===== src/rtl/touch_i2c_responder_pkg.sv =====
// rtl/touch_i2c_responder_pkg.sv - shared FSM states, register map constants and read mux
package touch_i2c_responder_pkg;

   typedef enum logic [3:0] {
      ST_IDLE,
      ST_DEV,
      ST_DEV_ACK,
      ST_RA_HI,
      ST_RA_HI_ACK,
      ST_RA_LO,
      ST_RA_LO_ACK,
      ST_WDATA,
      ST_WACK,
      ST_RDATA,
      ST_RACK
   } state_e;

   localparam logic [15:0] ADDR_ID_BASE = 16'h8140;
   localparam logic [15:0] ADDR_STATUS  = 16'h814E;
   localparam logic [15:0] ADDR_X_LO    = 16'h8150;
   localparam logic [15:0] ADDR_X_HI    = 16'h8151;
   localparam logic [15:0] ADDR_Y_LO    = 16'h8152;
   localparam logic [15:0] ADDR_Y_HI    = 16'h8153;

   localparam logic [7:0] ID_BYTE0 = 8'h39;
   localparam logic [7:0] ID_BYTE1 = 8'h31;
   localparam logic [7:0] ID_BYTE2 = 8'h31;
   localparam logic [7:0] ID_BYTE3 = 8'h00;

   // Read view of the register map; unmapped addresses return zero.
   function automatic logic [7:0] reg_read(input logic [15:0] addr, input logic ready,
                                           input logic [3:0] count, input logic [15:0] x,
                                           input logic [15:0] y);
      logic [7:0] rd;
      rd = 8'h00;
      case (addr)
         ADDR_ID_BASE:          rd = ID_BYTE0;
         ADDR_ID_BASE + 16'd1:  rd = ID_BYTE1;
         ADDR_ID_BASE + 16'd2:  rd = ID_BYTE2;
         ADDR_ID_BASE + 16'd3:  rd = ID_BYTE3;
         ADDR_STATUS:           rd = {ready, 3'b000, count};
         ADDR_X_LO:             rd = x[7:0];
         ADDR_X_HI:             rd = x[15:8];
         ADDR_Y_LO:             rd = y[7:0];
         ADDR_Y_HI:             rd = y[15:8];
         default:               rd = 8'h00;
      endcase
      return rd;
   endfunction

endpackage


===== src/rtl/touch_i2c_responder_i2c_bus_sync.sv =====
// rtl/touch_i2c_responder_i2c_bus_sync.sv - SCL/SDA synchronizers with START/STOP and SCL edge detect
module i2c_bus_sync (
   input  logic clk_i,
   input  logic scl_i,
   input  logic sda_i,
   output logic sda_o,
   output logic scl_rise_o,
   output logic scl_fall_o,
   output logic start_o,
   output logic stop_o
);
   // [1:0] are the synchronizer stages, [2] is the history flop; free-running so no reset glitch on the bus view
   logic [2:0] scl_q;
   logic [2:0] sda_q;

   always_ff @(posedge clk_i) begin
      scl_q <= {scl_q[1:0], scl_i};
      sda_q <= {sda_q[1:0], sda_i};
   end

   assign sda_o      = sda_q[1];
   assign scl_rise_o = scl_q[1] & ~scl_q[2];
   assign scl_fall_o = ~scl_q[1] & scl_q[2];
   assign start_o    = scl_q[1] & scl_q[2] & sda_q[2] & ~sda_q[1];
   assign stop_o     = scl_q[1] & scl_q[2] & ~sda_q[2] & sda_q[1];

endmodule


===== src/rtl/touch_i2c_responder.sv =====
// rtl/touch_i2c_responder.sv - I2C touch target: byte FSM, register pointer, status and point registers
module touch_i2c_responder
   import touch_i2c_responder_pkg::*;
#(
   parameter logic [6:0] DEV_ADDR = 7'h14
) (
   input  logic        sys_clk,
   input  logic        sys_rst,
   input  logic        scl_i,
   input  logic        sda_i,
   output logic        sda_oe,
   input  logic        pt_valid,
   input  logic [15:0] pt_x,
   input  logic [15:0] pt_y,
   output logic        touch_irq,
   output logic        busy
);
   logic sda_s, scl_rise, scl_fall, bus_start, bus_stop;

   i2c_bus_sync u_sync (
      .clk_i      (sys_clk),
      .scl_i      (scl_i),
      .sda_i      (sda_i),
      .sda_o      (sda_s),
      .scl_rise_o (scl_rise),
      .scl_fall_o (scl_fall),
      .start_o    (bus_start),
      .stop_o     (bus_stop)
   );

   state_e      state_q, state_d;
   logic [2:0]  bit_cnt_q, bit_cnt_d;
   logic        byte_done_q, byte_done_d;
   logic [7:0]  shift_q, shift_d;
   logic        rw_q, rw_d;
   logic [15:0] ptr_q, ptr_d;
   logic        sda_oe_q, sda_oe_d;
   logic        busy_q, busy_d;
   logic        ready_q, ready_d;
   logic [3:0]  count_q, count_d;
   logic [15:0] x_q, x_d, y_q, y_d;
   logic        pend_q, pend_d;
   logic [15:0] pend_x_q, pend_x_d, pend_y_q, pend_y_d;
   logic        status_clr;
   logic        last_bit;
   logic [7:0]  rd_byte;

   assign last_bit = (bit_cnt_q == 3'd7);
   assign rd_byte  = reg_read(ptr_q, ready_q, count_q, x_q, y_q);

   always_ff @(posedge sys_clk) begin
      if (sys_rst) state_q <= ST_IDLE;
      else         state_q <= state_d;
   end

   always_comb begin
      state_d = state_q;
      if (bus_start) begin
         state_d = ST_DEV;
      end else if (bus_stop) begin
         state_d = ST_IDLE;
      end else begin
         case (state_q)
            ST_DEV: begin
               if (scl_rise && last_bit && (shift_q[6:0] != DEV_ADDR)) state_d = ST_IDLE;
               else if (scl_fall && byte_done_q)                       state_d = ST_DEV_ACK;
            end
            ST_DEV_ACK:   if (scl_fall) state_d = rw_q ? ST_RDATA : ST_RA_HI;
            ST_RA_HI:     if (scl_fall && byte_done_q) state_d = ST_RA_HI_ACK;
            ST_RA_HI_ACK: if (scl_fall) state_d = ST_RA_LO;
            ST_RA_LO:     if (scl_fall && byte_done_q) state_d = ST_RA_LO_ACK;
            ST_RA_LO_ACK: if (scl_fall) state_d = ST_WDATA;
            ST_WDATA:     if (scl_fall && byte_done_q) state_d = ST_WACK;
            ST_WACK:      if (scl_fall) state_d = ST_WDATA;
            ST_RDATA:     if (scl_fall && byte_done_q) state_d = ST_RACK;
            ST_RACK: begin
               if (scl_rise && sda_s) state_d = ST_IDLE;
               else if (scl_fall)     state_d = ST_RDATA;
            end
            default: ;
         endcase
      end
   end

   always_comb begin
      shift_d     = shift_q;
      bit_cnt_d   = bit_cnt_q;
      byte_done_d = byte_done_q;
      rw_d        = rw_q;
      ptr_d       = ptr_q;
      sda_oe_d    = sda_oe_q;
      busy_d      = busy_q;
      ready_d     = ready_q;
      count_d     = count_q;
      x_d         = x_q;
      y_d         = y_q;
      pend_d      = pend_q;
      pend_x_d    = pend_x_q;
      pend_y_d    = pend_y_q;
      status_clr  = 1'b0;

      if (bus_start || bus_stop) begin
         bit_cnt_d   = 3'd0;
         byte_done_d = 1'b0;
         sda_oe_d    = 1'b0;
         busy_d      = bus_start;
      end else begin
         case (state_q)
            ST_DEV, ST_RA_HI, ST_RA_LO, ST_WDATA: begin
               if (scl_rise) begin
                  shift_d     = {shift_q[6:0], sda_s};
                  bit_cnt_d   = bit_cnt_q + 3'd1;
                  byte_done_d = last_bit;
                  if (last_bit && state_q == ST_DEV)   rw_d        = sda_s;
                  if (last_bit && state_q == ST_RA_HI) ptr_d[15:8] = {shift_q[6:0], sda_s};
                  if (last_bit && state_q == ST_RA_LO) ptr_d[7:0]  = {shift_q[6:0], sda_s};
               end else if (scl_fall && byte_done_q) begin
                  byte_done_d = 1'b0;
                  sda_oe_d    = 1'b1;
               end
            end
            ST_DEV_ACK: if (scl_fall) begin
               sda_oe_d = rw_q & ~rd_byte[7];
               if (rw_q) shift_d = rd_byte;
            end
            ST_RA_HI_ACK, ST_RA_LO_ACK: if (scl_fall) sda_oe_d = 1'b0;
            ST_WACK: if (scl_fall) begin
               sda_oe_d   = 1'b0;
               ptr_d      = ptr_q + 16'd1;
               status_clr = (ptr_q == ADDR_STATUS);
            end
            ST_RDATA: begin
               if (scl_rise) begin
                  bit_cnt_d   = bit_cnt_q + 3'd1;
                  byte_done_d = last_bit;
               end else if (scl_fall && byte_done_q) begin
                  byte_done_d = 1'b0;
                  sda_oe_d    = 1'b0;
               end else if (scl_fall) begin
                  shift_d  = {shift_q[6:0], 1'b0};
                  sda_oe_d = ~shift_q[6];
               end
            end
            ST_RACK: begin
               // pointer advances on the master's ACK so the reload on the fall reads the next byte
               if (scl_rise && !sda_s) begin
                  ptr_d = ptr_q + 16'd1;
               end else if (scl_fall) begin
                  shift_d  = rd_byte;
                  sda_oe_d = ~rd_byte[7];
               end
            end
            default: ;
         endcase
      end

      if (status_clr) begin
         ready_d = 1'b0;
         count_d = 4'd0;
      end
      // pending point lands only once the bus is idle, after any clear from the same transaction
      if (!busy_q && pend_q) begin
         x_d     = pend_x_q;
         y_d     = pend_y_q;
         ready_d = 1'b1;
         count_d = 4'd1;
         pend_d  = 1'b0;
      end
      if (pt_valid && busy_q) begin
         pend_d   = 1'b1;
         pend_x_d = pt_x;
         pend_y_d = pt_y;
      end else if (pt_valid) begin
         x_d     = pt_x;
         y_d     = pt_y;
         ready_d = 1'b1;
         count_d = 4'd1;
      end
   end

   always_ff @(posedge sys_clk) begin
      if (sys_rst) begin
         shift_q     <= 8'h00;
         bit_cnt_q   <= 3'd0;
         byte_done_q <= 1'b0;
         rw_q        <= 1'b0;
         ptr_q       <= 16'h0000;
         sda_oe_q    <= 1'b0;
         busy_q      <= 1'b0;
         ready_q     <= 1'b0;
         count_q     <= 4'd0;
         x_q         <= 16'h0000;
         y_q         <= 16'h0000;
         pend_q      <= 1'b0;
         pend_x_q    <= 16'h0000;
         pend_y_q    <= 16'h0000;
      end else begin
         shift_q     <= shift_d;
         bit_cnt_q   <= bit_cnt_d;
         byte_done_q <= byte_done_d;
         rw_q        <= rw_d;
         ptr_q       <= ptr_d;
         sda_oe_q    <= sda_oe_d;
         busy_q      <= busy_d;
         ready_q     <= ready_d;
         count_q     <= count_d;
         x_q         <= x_d;
         y_q         <= y_d;
         pend_q      <= pend_d;
         pend_x_q    <= pend_x_d;
         pend_y_q    <= pend_y_d;
      end
   end

   assign sda_oe    = sda_oe_q;
   assign busy      = busy_q;
   assign touch_irq = ready_q;

endmodule


===== config.mk =====
export PLATFORM = sky130hd
export DESIGN_NAME = touch_i2c_responder
export DESIGN_NICKNAME = d
export VERILOG_FILES = /design/src/rtl/touch_i2c_responder_pkg.sv /design/src/rtl/touch_i2c_responder_i2c_bus_sync.sv /design/src/rtl/touch_i2c_responder.sv
export SDC_FILE = /design/constraint.sdc
export NUM_CORES = 1
export LEC_CHECK = 0
export ABC_AREA = 1
export BUFFER_PORTS_ARGS = -buffer_cell sky130_fd_sc_hd__buf_2
export CORE_MARGIN = 2
export CORE_UTILIZATION = 45
export CTS_CLUSTER_SIZE = 12
export DETAILED_ROUTE_END_ITERATION = 10
export GPL_TIMING_DRIVEN = 0
export PLACE_DENSITY = 0.73
export SYNTH_ARGS = -nofsm -noshare
export SYNTH_HDL_FRONTEND = slang
export SYNTH_SLANG_ARGS = --single-unit

===== constraint.sdc =====
create_clock -name sys_clk -period 2 [get_ports sys_clk]
set_input_delay 0.1 -clock sys_clk [delete_from_list [all_inputs] [get_ports sys_clk]]
set_output_delay 0.1 -clock sys_clk [all_outputs]
set_load 0.05 [all_outputs]

==> results of run 1 <==
-- flip-flops by register name, indices dropped and copies added, names as in the netlist --
name and cells:
shift_q 7, count_q 4, state_q 4, pend_y_q 16, sda_oe 1, busy 1, ptr_q 16, x_q 16
byte_done_q 1, bit_cnt_q 3, pend_q 1, u_sync.scl_q 3, pend_x_q 16, touch_irq 1, y_q 16, rw_q 1
u_sync.sda_q 3
-- layout make-up --
class / instances / area, um^2
fillers: 1248 / 5670
plain buffers: 36 / 173
multi-input cells: 627 / 2950
flip-flops and latches: 110 / 2200
inverters: 84 / 315
well taps: 168 / 210
repair buffers: 43 / 240
clock inverters: 6 / 61.3
clock buffers: 10 / 239
-- synth_stat cells (7+ instances only) --
master | n | area [um^2]
a21oi_1 | 43 | 215
a311oi_1 | 25 | 219
clkbuf_1 | 27 | 101
dfxtp_1 | 110 | 2200
inv_1 | 76 | 285
inv_2 | 7 | 26.3
nand2_1 | 197 | 739
nand3_1 | 47 | 235
nand4_1 | 11 | 68.8
nor2_1 | 170 | 638
nor2_2 | 8 | 50.1
o21ai_0 | 76 | 380
o21ai_1 | 11 | 55.1
-- critical path: cells and delay by family, from the launching register on --
family / cells / cell delay, ns
AND/OR/NAND/NOR: 1 / 0.47
flip-flops: 1 / 0.37
AO/OA/AOI/OAI: 1 / 0.36
buffers and inverters: 2 / 0.60
-- cell families (layout without fill, tap and decap cells) --
kind of cell / count (synthesis) / after routing
XOR/XNOR: 4 / 4
adder cells (fa/ha/maj): 6 / 6
AO/OA/AOI/OAI: 165 / 165
AND/OR/NAND/NOR: 452 / 452
flip-flops: 110 / 110
buffers and inverters: 120 / 179
-- metrics by stage --
step / instances / setup WS [ns] / util
after detailed placement: 1063 / -0.0166 / 0.498
after CTS: 1084 / 0.000106 / 0.527
after floorplan: 857 / 0.175 / -
after global placement: 1063 / -0.0271 / 0.498
final: 1084 / 0.0922 / 0.530
after global routing: 1084 / 0.000169 / 0.530
-- repair_timing --
item | in CTS | in global routing
setup endpoints to repair | 8 | 48
hold buffers | 5 | 0
gates cloned | 0 | 0
endpoints found under the hold margin | 8 | 0
gates resized for setup | 1 | 12
-- worst paths after layout --
check                               start                        to  slack, ns  cells after the start
hold reg to reg   u_sync.scl_q[0]$_DFF_P_   u_sync.scl_q[1]$_DFF_P_       0.33                      0
setup / recovery        busy$_SDFFE_PP0P_         y_q[6]$_SDFF_PP0_       0.09                      4
hold / removal                    pt_y[2]  pend_y_q[2]$_SDFFE_PP0P_      0.008                      3
setup reg to reg        busy$_SDFFE_PP0P_         y_q[6]$_SDFF_PP0_       0.09                      4
-- metal layers --
layer	routed length, um	part of all wire	vias up
met3	661	0.044	34
met2	6840	0.46	132
met5	0	0	-
li1	-	-	2895
met1	7040	0.47	2483
met4	467	0.031	0
-- power breakdown --
group / internal (mW) / switching (mW)
sequential: 2.50 / 0.358
clock: 0.914 / 0.898
combinational: 0.687 / 1.29
total: 4.10 / 2.54
==> flow_summary_export.csv, run 1 <==
group,metric,value,unit
floorplan,die_width,116,um
cells_and_area,fin_area,6390,um^2
setup_path,worstSetupEndpointType,"flop",
yosys,synthMuxAreaShare,0,
yosys,synth_fa_ha_area_frac,0.0134,
detailed_routing,viasPerCell,5.11,
timing,setup_violations,0,
timing,whs,0.00771,ns
power,ir_worst_vdd,0.760,mV
cells_and_area,nets,954,
place,place_area,6010,um^2
setup_path,critPathRequiredTime,2.26,ns
timing,finalHoldViolCount,0,
timing,rsz0062_at_grt,"true",
cts,cts_buffer_depth,2,
cells_and_area,drive_above_1_share,0.105,
yosys,ys_ff_latch,110,
detailed_routing,firstDrtPassIters,5,
timing,fin_crit_sh,0.954,
yosys,synth_top_family_by_area,"simple AND/OR/NAND/NOR gates",
place,dp_hpwl,11300,um
cts,clock_latency,0.36,ns
yosys,synthCells,857,
detailed_routing,drt_iter0_markers,400,
setup_path,cpPeakStageDelay,0.47,ns
global_route,gr-usage-met3,0.0424,
power,power_density,1040,nW/um^2
floorplan,die_area,13400,um^2
floorplan,core_area,12100,um^2
place,place.port_buffers,38,
yosys,yosys_warnings,0,
global_route,grt_pass1_wl,24400,um
yosys,ys_types,35,
cells_and_area,antenna_cells,0,
detailed_routing,drtAntennaViolNets,0,
yosys,synth_ff_type,"dfxtp_1",
floorplan,die_h,116,um
setup_path,start_kind,"flop",
setup_path,crit_type,"flop to flop",
timing,max_freq,524,MHz
floorplan,ios,40,
detailed_routing,drt-total-wl,15000,um
cts,cts_sinks,110,
global_route,antenna_found_initial,0,
power,finalPower,6.64,mW
setup_path,cp_cell_sequence,"nor2_1, clkinv_1, clkbuf_1, a311oi_1",
global_route,busiest_layer,"met2",
run_status,status,"finished clean",
yosys,avgSynthCellArea,6.54,um^2
yosys,syn_area,5610,um^2
cts,cts_buffers,9,
yosys,yosysSeqAreaShare,0.393,
global_route,grt_util_met2,0.378,
yosys,synthXorXnorAreaFrac,0.00625,
yosys,syn-num-nets,900,
timing,worst_pin_slew,0.671,ns
timing,period_needed,1.91,ns
cts,cts-root-buf,"clkbuf_16",
timing,finalSetupTns,0,ns
yosys,async_reset_ff_frac,0,
yosys,synth-simple-area-share,0.334,
detailed_routing,vias,5544,
timing,fin_worst_skew,0.00730,ns
detailed_routing,drc,0,
detailed_routing,avgRoutedWirePerCell,13.8,um
cts,h-tree-depth,3,
hold_path,worstHoldPathType,"input port to flop",
cells_and_area,final_cell_mix,"nand2_1, nor2_1, dfxtp_1, o21ai_0, inv_1",
timing,relSlewSlack,0.553,
timing,drv_slew,0,
global_route,grt_overflow,0,
cts,path_clk_slew,0.08,ns
cts,cts_tree,"built",
power,p_leak,2.82,nW
setup_path,crit_slowest_cell,"nor2_1",
setup_path,crit_arrival,2.17,ns
global_route,track_usage,0.232,
job,cap_violations,0,
cts,post-cts-setup-buffers,0,
yosys,synth_edf_count,0,
floorplan,rows,40,
cells_and_area,area_growth,14.1,%
floorplan,initial_core_util,0.465,
setup_path,cp_max_fo,10,
global_route,grtUsageMet1,0.302,
global_route,grt_pass1_vias,5193,
global_route,grt_max_degree,21,
cells_and_area,final_common_cell,"nand2_1",
yosys,synth_compound_area_frac,0.168,
place,gp_congestion,0.960,
(Power assumes the default switching activity.)
==> run 2, diff against run 1 <==
- CORE_MARGIN: 2 -> 8
==> flow_summary_export.csv, run 2 (synthesis gave the netlist of run 1 again) <==
group,metric,value,unit
run_status,status,"finished clean",
timing,max_freq,537,MHz
timing,period_needed,1.86,ns
timing,rsz0062_at_grt,"true",
floorplan,die_width,128,um
setup_path,start_kind,"flop",
global_route,grt_pass1_vias,5226,
timing,layout_setup_ws,0.137,ns
setup_path,crit_type,"flop to flop",
power,comb_power_share,0.296,
global_route,grt_overflow,0,
detailed_routing,viasPerCell,5.07,
cts,h-tree-depth,3,
detailed_routing,drt_iter0_markers,455,
setup_path,crit_arrival,2.11,ns
timing,finalHoldViolCount,0,
global_route,track_usage,0.190,
timing,drv_slew,0,
cts,cts-root-buf,"clkbuf_16",
cells_and_area,drive_above_1_share,0.103,
power,power_density,1040,nW/um^2
timing,worst_pin_slew,0.644,ns
timing,setup_violations,0,
power,power_frac_seq,0.425,
cells_and_area,area_growth,15.7,%
place,dp_hpwl,11400,um
place,place.port_buffers,38,
setup_path,r2r-end,"sda_oe$_SDFFE_PP0P_",
detailed_routing,vias,5531,
detailed_routing,drtAntennaViolNets,0,
cells_and_area,nets,962,
hold_path,hold_path_end,"pend_x_q[9]$_SDFFE_PP0P_",
floorplan,die_area,16300,um^2
cells_and_area,final_cell_mix,"nand2_1, nor2_1, dfxtp_1, o21ai_0, inv_1",
cells_and_area,final_common_cell,"nand2_1",
power,switchingPower,2.50,mW
detailed_routing,drc,0,
cts,cts_buffers,9,
power,internal_power,4.22,mW
job,cap_violations,0,
timing,relSlewSlack,0.570,
timing,fin_crit_sh,0.932,
cells_and_area,final_util,0.536,
place,dp_slack,-0.0693,ns
global_route,grt_max_degree,19,
global_route,antenna_found_initial,0,
floorplan,core_area,12100,um^2
hold_path,min_path_cells,3,
detailed_routing,avgRoutedWirePerCell,14.0,um
setup_path,ff2ff_path_depth,8,
cts,cts_sinks,110,
setup_path,r2r_slack,0.14,ns
detailed_routing,firstDrtPassIters,5,
setup_path,cp_max_fo,7,
setup_path,r2r-start,"ptr_q[0]$_SDFFE_PP0P_",
floorplan,initial_core_util,0.463,
cells_and_area,antenna_cells,0,
floorplan,ios,40,
cts,cts_buffer_depth,2,
cts,cts_tree,"built",
cts,path_clk_slew,0.07,ns
hold_path,worstHoldPathType,"input port to flop",
place,gp_congestion,0.921,
timing,fin_worst_skew,0.00939,ns
detailed_routing,drt-total-wl,15300,um
setup_path,critPathRequiredTime,2.25,ns
setup_path,worstSetupEndpointType,"flop",
power,clkPwrFrac,0.279,
global_route,grt_pass1_wl,25100,um
power,switching_share,0.372,
power,p_leak,2.86,nW
floorplan,rows,40,
cts,clock_latency,0.36,ns
power,ir_worst_vdd,0.822,mV
hold_path,holdCritStartpoint,"pt_x[9]",
floorplan,die_h,128,um
==> run 2: worst max path at each step <==
stage                               start                        end  slack [ns]
floorplan               busy$_SDFFE_PP0P_         x_q[10]$_SDFF_PP0_        0.17
global placement        busy$_SDFFE_PP0P_   pend_y_q[8]$_SDFFE_PP0P_       -0.04
detailed placement      busy$_SDFFE_PP0P_  pend_y_q[13]$_SDFFE_PP0P_       -0.07
CTS                 ptr_q[0]$_SDFFE_PP0P_        sda_oe$_SDFFE_PP0P_        0.06
global route        ptr_q[0]$_SDFFE_PP0P_    shift_q[4]$_SDFFE_PP0P_       -0.01
finish              ptr_q[0]$_SDFFE_PP0P_        sda_oe$_SDFFE_PP0P_        0.14
==> run 2: power groups by stage <==
stage | clock network [mW] | registers [mW] | logic (mW)
after detailed placement | 0 | 2.89 | 1.89
after floorplan | 0 | 2.82 | 1.47
after CTS | 1.92 | 2.84 | 1.92
final | 1.88 | 2.85 | 1.99
after global routing | 2.00 | 2.90 | 2.27
after global placement | 0 | 2.88 | 1.88
==> run 2: final cells by class <==
class / count / area, um^2
inverters: 84 / 315
multi-input cells: 627 / 2960
fillers: 1237 / 5630
repair buffers: 51 / 320
clock buffers: 11 / 243
clock inverters: 5 / 65.1
plain buffers: 36 / 170
flip-flops and latches: 110 / 2200
well taps: 168 / 210
==> run 2: stage by stage <==
step / hold slack, ns / cell area, um^2 / total power, mW / TNS [ns] / std cells
after floorplan: 0.128 / 5610 / 4.29 / 0 / 857
after global placement: 0.202 / 6010 / 4.76 / -0.224 / 1063
after detailed placement: 0.205 / 6010 / 4.78 / -0.511 / 1063
after CTS: 0.0000866 / 6440 / 6.69 / 0 / 1091
after global routing: 0.0134 / 6490 / 7.17 / -0.0181 / 1092
final: 0.00431 / 6490 / 6.72 / 0 / 1092
==> run 2: critical path: stages (launching register included) <==
cell and delay, ns:
dfxtp_1 0.36, inv_1 0.11, ha_1 0.17, inv_1 0.08, nor3_4 0.26, nand3_1 0.21, o21ai_0 0.30, nand3b_1 0.18
a21oi_1 0.07
==> run 2: routing by layer <==
metal  vias to the layer above  wire, um  track usage
met2                       120      7130        0.315
met5                         -         0            0
met1                      2486      7200        0.239
li1                       2906         -            -
met3                        19       683       0.0424
met4                         0       265       0.0622
==> run 2: what timing repair did <==
| item | CTS | global route |
|---|---|---|
| buffers inserted | 0 | 0 |
| endpoints found under the setup margin | 11 | 16 |
| resized for setup | 3 | 12 |
| hold endpoints to repair | 15 | 1 |
| hold buffers | 12 | 1 |
| cloned | 0 | 0 |
==> run 3, diff against run 2 <==
- CAP_MARGIN: unset -> 25
- REMOVE_ABC_BUFFERS: unset -> 1
==> flow_summary_export.csv, run 3 (synthesis gave the netlist of run 1 again) <==
group,metric,value,unit
setup_path,cp_max_fo,8,
cells_and_area,area_growth,15.0,%
cells_and_area,final_common_cell,"nand2_1",
hold_path,min_path_cells,3,
setup_path,r2r_slack,0.14,ns
setup_path,crit_arrival,2.15,ns
detailed_routing,firstDrtPassIters,5,
timing,period_needed,1.86,ns
detailed_routing,drt-total-wl,14300,um
timing,fin_worst_skew,0.00964,ns
cts,h-tree-depth,3,
cts,cts_buffers,9,
hold_path,worstHoldPathType,"input port to flop",
detailed_routing,drc,0,
timing,setup_violations,0,
job,cap_violations,0,
power,ir_worst_vdd,0.541,mV
cells_and_area,drive_above_1_share,0.117,
floorplan,die_area,16300,um^2
cts,clock_latency,0.35,ns
setup_path,worstSetupEndpointType,"flop",
floorplan,rows,40,
place,place.port_buffers,39,
detailed_routing,viasPerCell,5.16,
global_route,grt_pass1_vias,5011,
cells_and_area,nets,932,
cts,cts_tree,"built",
timing,finalHoldViolCount,0,
cts,cts_sinks,110,
power,p_leak,2.83,nW
power,power_density,1010,nW/um^2
timing,drv_slew,0,
global_route,grt_max_degree,36,
setup_path,r2r-end,"shift_q[4]$_SDFFE_PP0P_",
cells_and_area,antenna_cells,0,
detailed_routing,vias,5475,
power,finalPower,6.51,mW
floorplan,die_h,128,um
timing,max_freq,538,MHz
place,dp_hpwl,9910,um
cts,cts-root-buf,"clkbuf_16",
floorplan,core_area,12100,um^2
cts,cts_buffer_depth,2,
global_route,antenna_found_initial,0,
timing,finalSetupTns,0,ns
timing,rsz0062_at_grt,"false",
global_route,grt_pass1_wl,23700,um
floorplan,die_width,128,um
global_route,grt_overflow,0,
timing,fin_crit_sh,0.930,
run_status,status,"finished clean",
floorplan,ios,40,
detailed_routing,avgRoutedWirePerCell,13.5,um
setup_path,critPathRequiredTime,2.29,ns
setup_path,ff2ff_path_depth,10,
detailed_routing,drtAntennaViolNets,0,
timing,relSlewSlack,0.496,
timing,worst_pin_slew,0.756,ns
place,gp_congestion,0.897,
setup_path,crit_type,"flop to flop",
cts,path_clk_slew,0.07,ns
floorplan,initial_core_util,0.463,
timing,whs,0.00812,ns
cells_and_area,final_cell_mix,"nand2_1, nor2_1, dfxtp_1, o21ai_0, inv_1",
detailed_routing,drt_iter0_markers,419,
hold_path,holdCritStartpoint,"pt_x[8]",
setup_path,r2r-start,"ptr_q[4]$_SDFFE_PP0P_",
setup_path,start_kind,"flop",
hold_path,hold_path_end,"x_q[8]$_SDFF_PP0_",
global_route,track_usage,0.176,
-- run 3: through the flow --
step,setup slack (ns),std cells,util,cell area [um^2]
global route,0.0214,1062,0.532,6440
global placement,-1.99,1028,0.483,5840
CTS,-0.173,1055,0.522,6320
detailed placement,-0.934,1033,0.493,5970
finish,0.140,1062,0.532,6440
floorplan,-0.924,821,-,5440
-- run 3: final cells by class --
| type | instances | area [um^2] |
|---|---|---|
| Timing Repair inverter | 1 | 7.51 |
| Timing Repair Buffer | 56 | 440 |
| Fill cell | 1250 | 5670 |
| Clock buffer | 12 | 246 |
| Clock inverter | 4 | 30.0 |
| Multi-Input combinational cell | 627 | 2980 |
| Inverter | 84 | 328 |
| Sequential cell | 110 | 2200 |
| Tap cell | 168 | 210 |
-- run 3: power by group --
part	internal (mW)	switching, mW	leakage [nW]
Sequential	2.50	0.348	0.903
Combinational	0.686	1.27	1.79
Clock	0.886	0.823	0.133
Total	4.08	2.44	2.83
-- run 3: routing by layer --
metal / share of wire / wire length [um] / track usage / vias to the layer above
met5: 0 / 0 / 0 / -
met4: 0.023 / 334 / 0.0720 / 0
met3: 0.042 / 594 / 0.0287 / 23
met2: 0.46 / 6640 / 0.291 / 135
met1: 0.47 / 6740 / 0.225 / 2455
li1: - / - / - / 2862
-- run 3: how the worst max path moves through the flow --
stage               depth (start not counted)  slack [ns]                   from                        end
floorplan                                   5       -0.92      busy$_SDFFE_PP0P_      count_q[3]$_SDFF_PP0_
global placement                            5       -1.99      busy$_SDFFE_PP0P_      count_q[3]$_SDFF_PP0_
detailed placement                          4       -0.93      busy$_SDFFE_PP0P_          x_q[2]$_SDFF_PP0_
CTS                                         5       -0.17      busy$_SDFFE_PP0P_  pend_y_q[12]$_SDFFE_PP0P_
global route                               11        0.02  ptr_q[8]$_SDFFE_PP0P_    shift_q[4]$_SDFFE_PP0P_
finish                                     10        0.14  ptr_q[4]$_SDFFE_PP0P_    shift_q[4]$_SDFFE_PP0P_
-- run 3: timing repair --
action	CTS	global route
setup endpoints to repair	46	89
hold endpoints to repair	5	0
setup buffers	0	7
resized for setup	6	18
cloned	1	0
hold buffers	5	0
pin swaps	0	2
-- run 3: critical path, stage by stage, from the launching register on --
cell and delay [ns]:
dfxtp_1 0.40, inv_2 0.08, nor2_1 0.09, nand2_1 0.18
nor2_2 0.39, nand2_1 0.13, nand3_1 0.10, nor2_1 0.07
nor2_4 0.15, nand2_1 0.09, a21oi_1 0.12
